--- src/rtl/pipe_hazard_ctrl.sv ---
// Hazard control for a 5-stage MIPS pipeline: hold/flush controls for PC, IF/ID and
// ID/EX, a multi-cycle MDU structural-hazard tracker, and stall/flush event counters.
module pipe_hazard_ctrl #(
  parameter int unsigned MDU_LAT = 32,
  parameter int unsigned CNT_W   = 32
) (
  input  logic             clk,
  input  logic             rst,
  input  logic [4:0]       id_rs,
  input  logic [4:0]       id_rt,
  input  logic             id_uses_rt,
  input  logic             id_jump,
  input  logic             id_mdu_op,
  input  logic             ex_memread,
  input  logic [4:0]       ex_wr_reg,
  input  logic             ex_branch_taken,
  input  logic             dmem_wait,
  output logic             pc_stall,
  output logic             ifid_stall,
  output logic             ifid_bubble,
  output logic             idex_stall,
  output logic             idex_bubble,
  output logic             mdu_start,
  output logic             mdu_busy,
  output logic [CNT_W-1:0] stall_count,
  output logic [CNT_W-1:0] flush_count
);

  typedef enum logic {IDLE, MDU_BUSY} state_t;

  localparam logic [7:0] LAT_M1 = 8'(MDU_LAT - 1);

  state_t     state, state_n;
  logic [7:0] mdu_cnt, mdu_cnt_n;
  logic       lu, mh;

  always_comb begin
    lu = ex_memread && (ex_wr_reg != '0) &&
         ((ex_wr_reg == id_rs) || (id_uses_rt && (ex_wr_reg == id_rt)));
    mh = (state == MDU_BUSY) && id_mdu_op;
  end

  // Rows are mutually exclusive, so stall/bubble pairs can never both assert.
  always_comb begin
    pc_stall    = 1'b0;
    ifid_stall  = 1'b0;
    ifid_bubble = 1'b0;
    idex_stall  = 1'b0;
    idex_bubble = 1'b0;
    mdu_start   = 1'b0;
    if (rst) begin
      if (dmem_wait) begin
        pc_stall   = 1'b1;
        ifid_stall = 1'b1;
        idex_stall = 1'b1;
      end else if (ex_branch_taken) begin
        ifid_bubble = 1'b1;
        idex_bubble = 1'b1;
      end else if (lu || mh) begin
        pc_stall    = 1'b1;
        ifid_stall  = 1'b1;
        idex_bubble = 1'b1;
      end else begin
        ifid_bubble = id_jump;
        mdu_start   = id_mdu_op && (state == IDLE);
      end
    end
  end

  assign mdu_busy = (state == MDU_BUSY);

  always_comb begin
    state_n   = state;
    mdu_cnt_n = mdu_cnt;
    case (state)
      IDLE: begin
        if (mdu_start) begin
          state_n   = MDU_BUSY;
          mdu_cnt_n = LAT_M1;
        end
      end
      MDU_BUSY: begin
        if (mdu_cnt == '0) state_n = IDLE;
        else               mdu_cnt_n = mdu_cnt - 8'd1;
      end
      default: state_n = IDLE;
    endcase
  end

  always_ff @(posedge clk or negedge rst) begin
    if (!rst) begin
      state       <= IDLE;
      mdu_cnt     <= '0;
      stall_count <= '0;
      flush_count <= '0;
    end else begin
      state   <= state_n;
      mdu_cnt <= mdu_cnt_n;
      if (pc_stall)    stall_count <= stall_count + CNT_W'(1);
      if (ifid_bubble) flush_count <= flush_count + CNT_W'(1);
    end
  end

endmodule

--- config.mk ---
export PLATFORM = sky130hd
export DESIGN_NAME = pipe_hazard_ctrl
export DESIGN_NICKNAME = d
export VERILOG_FILES = /design/src/rtl/pipe_hazard_ctrl.sv
export SDC_FILE = /design/constraint.sdc
export NUM_CORES = 1
export LEC_CHECK = 0
export ABC_AREA = 1
export CAP_MARGIN = 40
export CELL_PAD_IN_SITES_DETAIL_PLACEMENT = 1
export CELL_PAD_IN_SITES_GLOBAL_PLACEMENT = 1
export CORE_MARGIN = 2
export CORE_UTILIZATION = 35
export CTS_BUF_LIST = sky130_fd_sc_hd__clkbuf_4
export DETAILED_ROUTE_END_ITERATION = 10
export PLACE_DENSITY = 0.84
export SLEW_MARGIN = 20
export SYNTH_ARGS = -nofsm -noshare
export SYNTH_HDL_FRONTEND = slang
export SYNTH_SLANG_ARGS = --single-unit
--- constraint.sdc ---
create_clock -name clk -period 1.9 [get_ports clk]
set_input_delay 0.475 -clock clk [delete_from_list [all_inputs] [get_ports clk]]
set_output_delay 0.475 -clock clk [all_outputs]
set_load 0.01 [all_outputs]
==> out/metrics.cfg, run 1 <==
[sta]
slew_violations = 0
timing.fmax_mhz = 514
tightestPinTransition_ns = 0.601
min_period_ns = 1.94
rsz0062_at_grt = yes
hold_viol = 0
fin_crit_sh_pct = 102
slew_headroom_pct = 60.0
fin_setup_tns_ns = -0.137
setup_ws_ns = -0.0440
final-setup-viol-count = 5
fin_worst_skew_ns = 0.0209

[floorplan]
die_h_um = 122
num_io_pins = 94
start_util_pct = 35.3
dieArea_um2 = 14800
core_area_um2 = 13700
die_w_um = 122
fp-row-count = 43

[run_status]
failed_checks = negative setup slack
status = finished with violations

[finish]
drive_gt1_share_pct = 24.2
layout_common_cells = nand2_1, buf_4, nor2_1
final_common_cell = nand2_1
utilization_pct = 51.1
fin_nets = 910
syn2layout_area_growth_pct = 44.5
finalInstanceArea_um2 = 7010
antenna_cells = 0

[pwr]
leakagePower_nw = 4.30
irDropWorstVdd_mv = 0.458
power.density_nw_per_um2 = 572

[cts]
cts_tree = done
clk_path_buf_depth = 2
ctsRootBufferMaster = clkbuf_4
cts_buffers = 9
cts.sinks = 73
clkSlewWorstSetupHoldPaths_ns = 0.12
cts_max_level = 3
insertion_delay_ns = 0.47

[global_route]
gr-total-overflow = 0
use_met3_pct = 5.24
antenna_found_initial = 0
grt.busiest_layer = met2
grt_use_met2_pct = 45.4
groute.layer.met1.usage_pct = 29.5
grt_pass1_wl_um = 28600
grt_pass1_vias = 5557
grt_max_degree = 44
grt_use_total_pct = 24.8

[worst_setup_path]
crit_path_start_kind = primary input
worst-path-max-fanout = 3
rrSetupSlack_ns = 0.14
cp.arrival_ns = 1.47
crit_family = buffers and inverters
cpPeakStageDelay_ns = 0.26
endpoint_kind = output port
critPathKind = primary input to output port
path_cells = clkdlybuf4s15_2 -> nor2_1 -> o21a_1 -> nand2_4 -> inv_4 -> buf_6
worstPathRequired_ns = 1.42
cp_num_buf_inv = 3
cp_slowest_cell = o21a_1

[placement]
dpl_cell_area_um2 = 6090
hpwl_um = 11500
gp_congestion = 0.890
port_buffers = 93
dp_slack_ns = -0.947

[yosys]
ys_types = 29
synthSimpleGateAreaFrac_pct = 42.7
synth-main-ff-cell = dfrtp_1
synth-seq-cells = 73
synth-compound-area-share_pct = 1.08
synth_area_um2 = 4850
synth_xor_area_share_pct = 10.8
synth_mux_area_share_pct = 0
synthCells = 700
synthesis.nets = 726
ys_seq_area_share_pct = 37.7
synthArstFlopShare_pct = 100
synthAdderAreaFrac_pct = 0.774
synth_top_family_by_area = simple AND/OR/NAND/NOR gates
synth_edf_count = 0
ys_warn_count = 0
avgSynthCellArea_um2 = 6.93

[run]
maxCapViolations = 0

[routing]
routed_wirelength_um = 17900
drt_iter0_markers = 299
viasPerCell = 4.98
avgRoutedWirePerCell_um = 16.7
ant_nets = 0
drc = 0
drt_pass1_iterations = 4
vias = 5320

[hold_path]
hp-class = primary input to async pin

-- per-layer routing --
| metal | vias up | routed length, µm |
|---|---|---|
| met5 | - | 0 |
| met4 | 0 | 385 |
| met3 | 32 | 710 |
| met2 | 131 | 9290 |
| met1 | 2596 | 7500 |
| li1 | 2561 | - |
-- where the power goes --
part	switching (mW)	internal (mW)
combinational	0.621	0.503
sequential	0.0872	1.67
clock	0.603	0.519
total	1.31	2.69
-- repair_timing --
action                                  in CTS  in global routing
setup buffers                               70                  3
hold endpoints to repair                     4                  0
hold buffers                                 1                  0
pin swaps                                   28                 14
endpoints found under the setup margin      83                 81
gates resized for setup                    172                 67
-- synth_stat cells (all sizes together), types with 4 or more instances --
| library cell | number | area [µm²] |
|---|---|---|
| nor3 | 27 | 145 |
| buf | 14 | 105 |
| dfrtp | 73 | 1830 |
| nor2 | 66 | 275 |
| nand2 | 303 | 1160 |
| xor2 | 39 | 342 |
| nand4 | 14 | 93.8 |
| nand3 | 57 | 320 |
| o21ai | 9 | 45.0 |
| nand3b | 4 | 30.0 |
| xnor2 | 21 | 184 |
| inv | 59 | 221 |
-- worst paths after layout --
kind                                       end  cells past startpoint        from
worst max-delay path               ifid_bubble                      6   dmem_wait
worst min-delay path            stall_count[4]                      3         rst
worst max register to register  flush_count[6]                     10    mdu_busy
worst min register to register      mdu_cnt[1]                      2  mdu_cnt[1]
max in group asynchronous       stall_count[6]                      3         rst
min in group clk                    mdu_cnt[1]                      2  mdu_cnt[1]
-- registers in the layout, summed over array words and instances, names as in the netlist --
signal and flops:
flush_count 32, stall_count 32, mdu_cnt 8, mdu_busy 1
-- worst min-delay path, cell delays in order --
cell   delay (ns)
buf_4        0.11
buf_6        0.13
buf_4        0.35
-- stage by stage --
step | hold slack [ns] | instances | power [mW]
finish | 0.189 | 1069 | 4.01
CTS | 0.153 | 1067 | 4.02
floorplan | 0.179 | 700 | 2.27
global placement | 0.427 | 981 | 2.75
global route | 0.186 | 1069 | 4.21
detailed placement | 0.428 | 981 | 2.78
-- cells by family (layout without fill, tap and decap cells) --
kind of cell               after synthesis  in the layout
buffers and inverters                   76            265
DFF                                     73             73
AOI/OAI and AO/OA                       10             10
and+or+nand+nor                        478            478
xor gates and xnor gates                60             60
adders and majority gates                3              3
-- area by class of cell --
type / instances / area (µm²)
clock buffer: 9 / 67.6
timing repair buffer: 190 / 1750
multi-input combinational: 551 / 2780
fill: 1750 / 6710
inverter: 59 / 231
tap: 180 / 225
sequential: 73 / 1870
clock inverter: 7 / 85.1
Power figures use the tool's default switching activity.
==> run 2, diff against run 1 <==
--- a/config.mk
+++ b/config.mk
@@ -13,7 +13,8 @@
 export CORE_UTILIZATION = 35
 export CTS_BUF_LIST = sky130_fd_sc_hd__clkbuf_4
 export DETAILED_ROUTE_END_ITERATION = 10
-export PLACE_DENSITY = 0.84
+export PLACE_DENSITY = 0.79
+export SETUP_SLACK_MARGIN = 0.05
 export SLEW_MARGIN = 20
 export SYNTH_ARGS = -nofsm -noshare
 export SYNTH_HDL_FRONTEND = slang
==> out/metrics.cfg, run 2 (synthesized netlist as in run 1, its figures left out) <==
[run_status]
status = finished with violations
failed_checks = negative setup slack

[finish]
reg_top3 = flush_count (32), stall_count (32), mdu_cnt (8)
fin_nets = 900  ; -1.1%
layout_common_cells = nand2_1, buf_4, dlygate4sd2_1
antenna_cells = 0  ; unchanged
drive_gt1_share_pct = 24.9  ; +0.73 points
nFillCells = 1818  ; +3.9%
syn2layout_area_growth_pct = 41.6
seqCellArea_um2 = 1870  ; +0.20%
final_common_cell = nand2_1
multiInputGateArea_um2 = 2830  ; +1.7%
finalInstanceArea_um2 = 6870  ; -2.0%

[floorplan]
dieArea_um2 = 14800  ; unchanged
core_area_um2 = 13700  ; unchanged
start_util_pct = 35.3  ; unchanged
num_io_pins = 94  ; unchanged
fp-row-count = 43  ; unchanged
die_w_um = 122  ; unchanged
die_h_um = 122  ; unchanged

[pwr]
power.density_nw_per_um2 = 586  ; +2.5%
irDropWorstVdd_mv = 0.389  ; -15%
p_sw_share_pct = 33.3  ; +0.54 points
power.share.clock_pct = 29.0  ; +1.0 points
combPwrFrac_pct = 27.1  ; -1.0 points
p_int_mw = 2.69  ; -0.32%
power_switching_mw = 1.34  ; +2.2%
leakagePower_nw = 3.66  ; -15%
seqPwrFrac_pct = 43.9  ; about the same

[global_route]
grt.busiest_layer = met2
gr-total-overflow = 0  ; unchanged
groute.layer.met1.usage_pct = 28.3  ; -1.1 points
grt_use_total_pct = 24.5  ; -0.36 points
antenna_found_initial = 0  ; unchanged
grt_max_degree = 41  ; -6.8%
use_met3_pct = 5.34  ; +0.094 points
grt_use_met2_pct = 44.6  ; -0.81 points
grt_pass1_vias = 5731  ; +3.1%
grt_pass1_wl_um = 28300  ; -1.1%

[worst_setup_path]
rrSetupSlack_ns = 0.10  ; -0.04 ns
worst-path-max-fanout = 3  ; unchanged
reg2reg_to = mdu_cnt[4]
cp-startpoint = id_rs[3]
rr_startpoint = mdu_cnt[0]
cp.arrival_ns = 1.54  ; +0.07 ns
crit_path_start_kind = primary input
critPathKind = primary input to output port
reg2reg_depth = 9  ; -1
worstPathRequired_ns = 1.42  ; about the same
endpoint_kind = output port

[placement]
dp_slack_ns = -1.03  ; -0.0819 ns
dpl_cell_area_um2 = 6110  ; +0.37%
hpwl_um = 12000  ; +4.4%
gp_congestion = 0.948  ; +6.5%
port_buffers = 93  ; unchanged

[routing]
avgRoutedWirePerCell_um = 16.5  ; -1.2%
drt_iter0_markers = 263  ; -12%
viasPerCell = 5.02  ; +0.96%
drc = 0  ; unchanged
ant_nets = 0  ; unchanged
routed_wirelength_um = 17500  ; -2.1%
vias = 5321  ; +0.019%
drt_pass1_iterations = 5  ; +1

[sta]
tightestPinTransition_ns = 0.412  ; -0.188 ns
min_period_ns = 2.01  ; +0.0669 ns
slew_headroom_pct = 72.5  ; +13 points
final-setup-viol-count = 5  ; unchanged
fin_crit_sh_pct = 106  ; +3.5 points
rsz0062_at_grt = yes
setup_ws_ns = -0.111  ; -0.0669 ns
timing.fmax_mhz = 497  ; -3.3%
fin_worst_skew_ns = 0.0240  ; +0.00315 ns
hold_viol = 0  ; unchanged
slew_violations = 0  ; unchanged

[cts]
cts_max_level = 3  ; unchanged
clk_path_buf_depth = 2  ; unchanged
cts.sinks = 73  ; unchanged
cts_buffers = 9  ; unchanged
cts_tree = done
insertion_delay_ns = 0.48  ; about the same
clkSlewWorstSetupHoldPaths_ns = 0.13  ; about the same
ctsRootBufferMaster = clkbuf_4

[hold_path]
hp-class = primary input to async pin

[run]
maxCapViolations = 0  ; unchanged

run 2: stage by stage:
stage / util (%) / std cells / TNS (ns) / total power [mW] / hold WS [ns]
after detailed placement: 44.5 / 979 / -41.22 / 2.78 / 0.446
after global routing: 50.1 / 1059 / -0.839 / 4.25 / 0.215
after global placement: 44.4 / 978 / -37.43 / 2.74 / 0.436
final: 50.1 / 1059 / -0.427 / 4.03 / 0.219
after CTS: 49.1 / 1057 / -0.392 / 4.02 / 0.198
after floorplan: - / 700 / 0 / 2.27 / 0.179
run 2: layer usage:
metal,up-vias,part of all wire [%]
met5,-,0
met4,0,2.5
met3,33,4.7
met2,146,52
met1,2604,41
li1,2538,-
run 2: worst max-delay path: stages:
cell and delay (ns):
buf_2 0.10, inv_2 0.04, nand2_1 0.06, nand2_1 0.05, nor2_1 0.10, nand3_1 0.09, nand2_1 0.10, nand2_2 0.09
nand2_4 0.11, nand3_4 0.08, nand2_4 0.12, buf_6 0.11
run 2: how the worst max path moves through the flow:
stage | to | slack (ns) | cells past startpoint
floorplan | pc_stall | 0.03 | 12
global placement | pc_stall | -1.00 | 12
detailed placement | pc_stall | -1.03 | 12
CTS | mdu_start | -0.17 | 4
global route | ifid_stall | -0.18 | 12
finish | pc_stall | -0.11 | 12
run 2: what timing repair did:
action / in CTS / in global routing
pin swaps: 25 / 21
endpoints found under the hold margin: 6 / 0
endpoints found under the setup margin: 124 / 27
setup buffers: 61 / 2
resized for setup: 220 / 39
hold buffers: 1 / 0
run 2: power by group through the flow:
stage | Sequential (mW) | Combinational, mW | Clock, mW
2_1_floorplan | 1.90 | 0.369 | 0
3_3_place_gp | 1.87 | 0.869 | 0
3_5_place_dp | 1.87 | 0.908 | 0
4_1_cts | 1.76 | 1.06 | 1.20
5_1_grt | 1.78 | 1.20 | 1.26
6_report | 1.77 | 1.09 | 1.17
run 2: cell type report:
class,count,area share [%]
Multi-Input combinational cell,551,41.2
Sequential cell,73,27.3
Timing Repair Buffer,180,22.3
Inverter,59,3.59
Tap cell,180,3.28
Clock inverter,7,1.37
Clock buffer,9,0.984
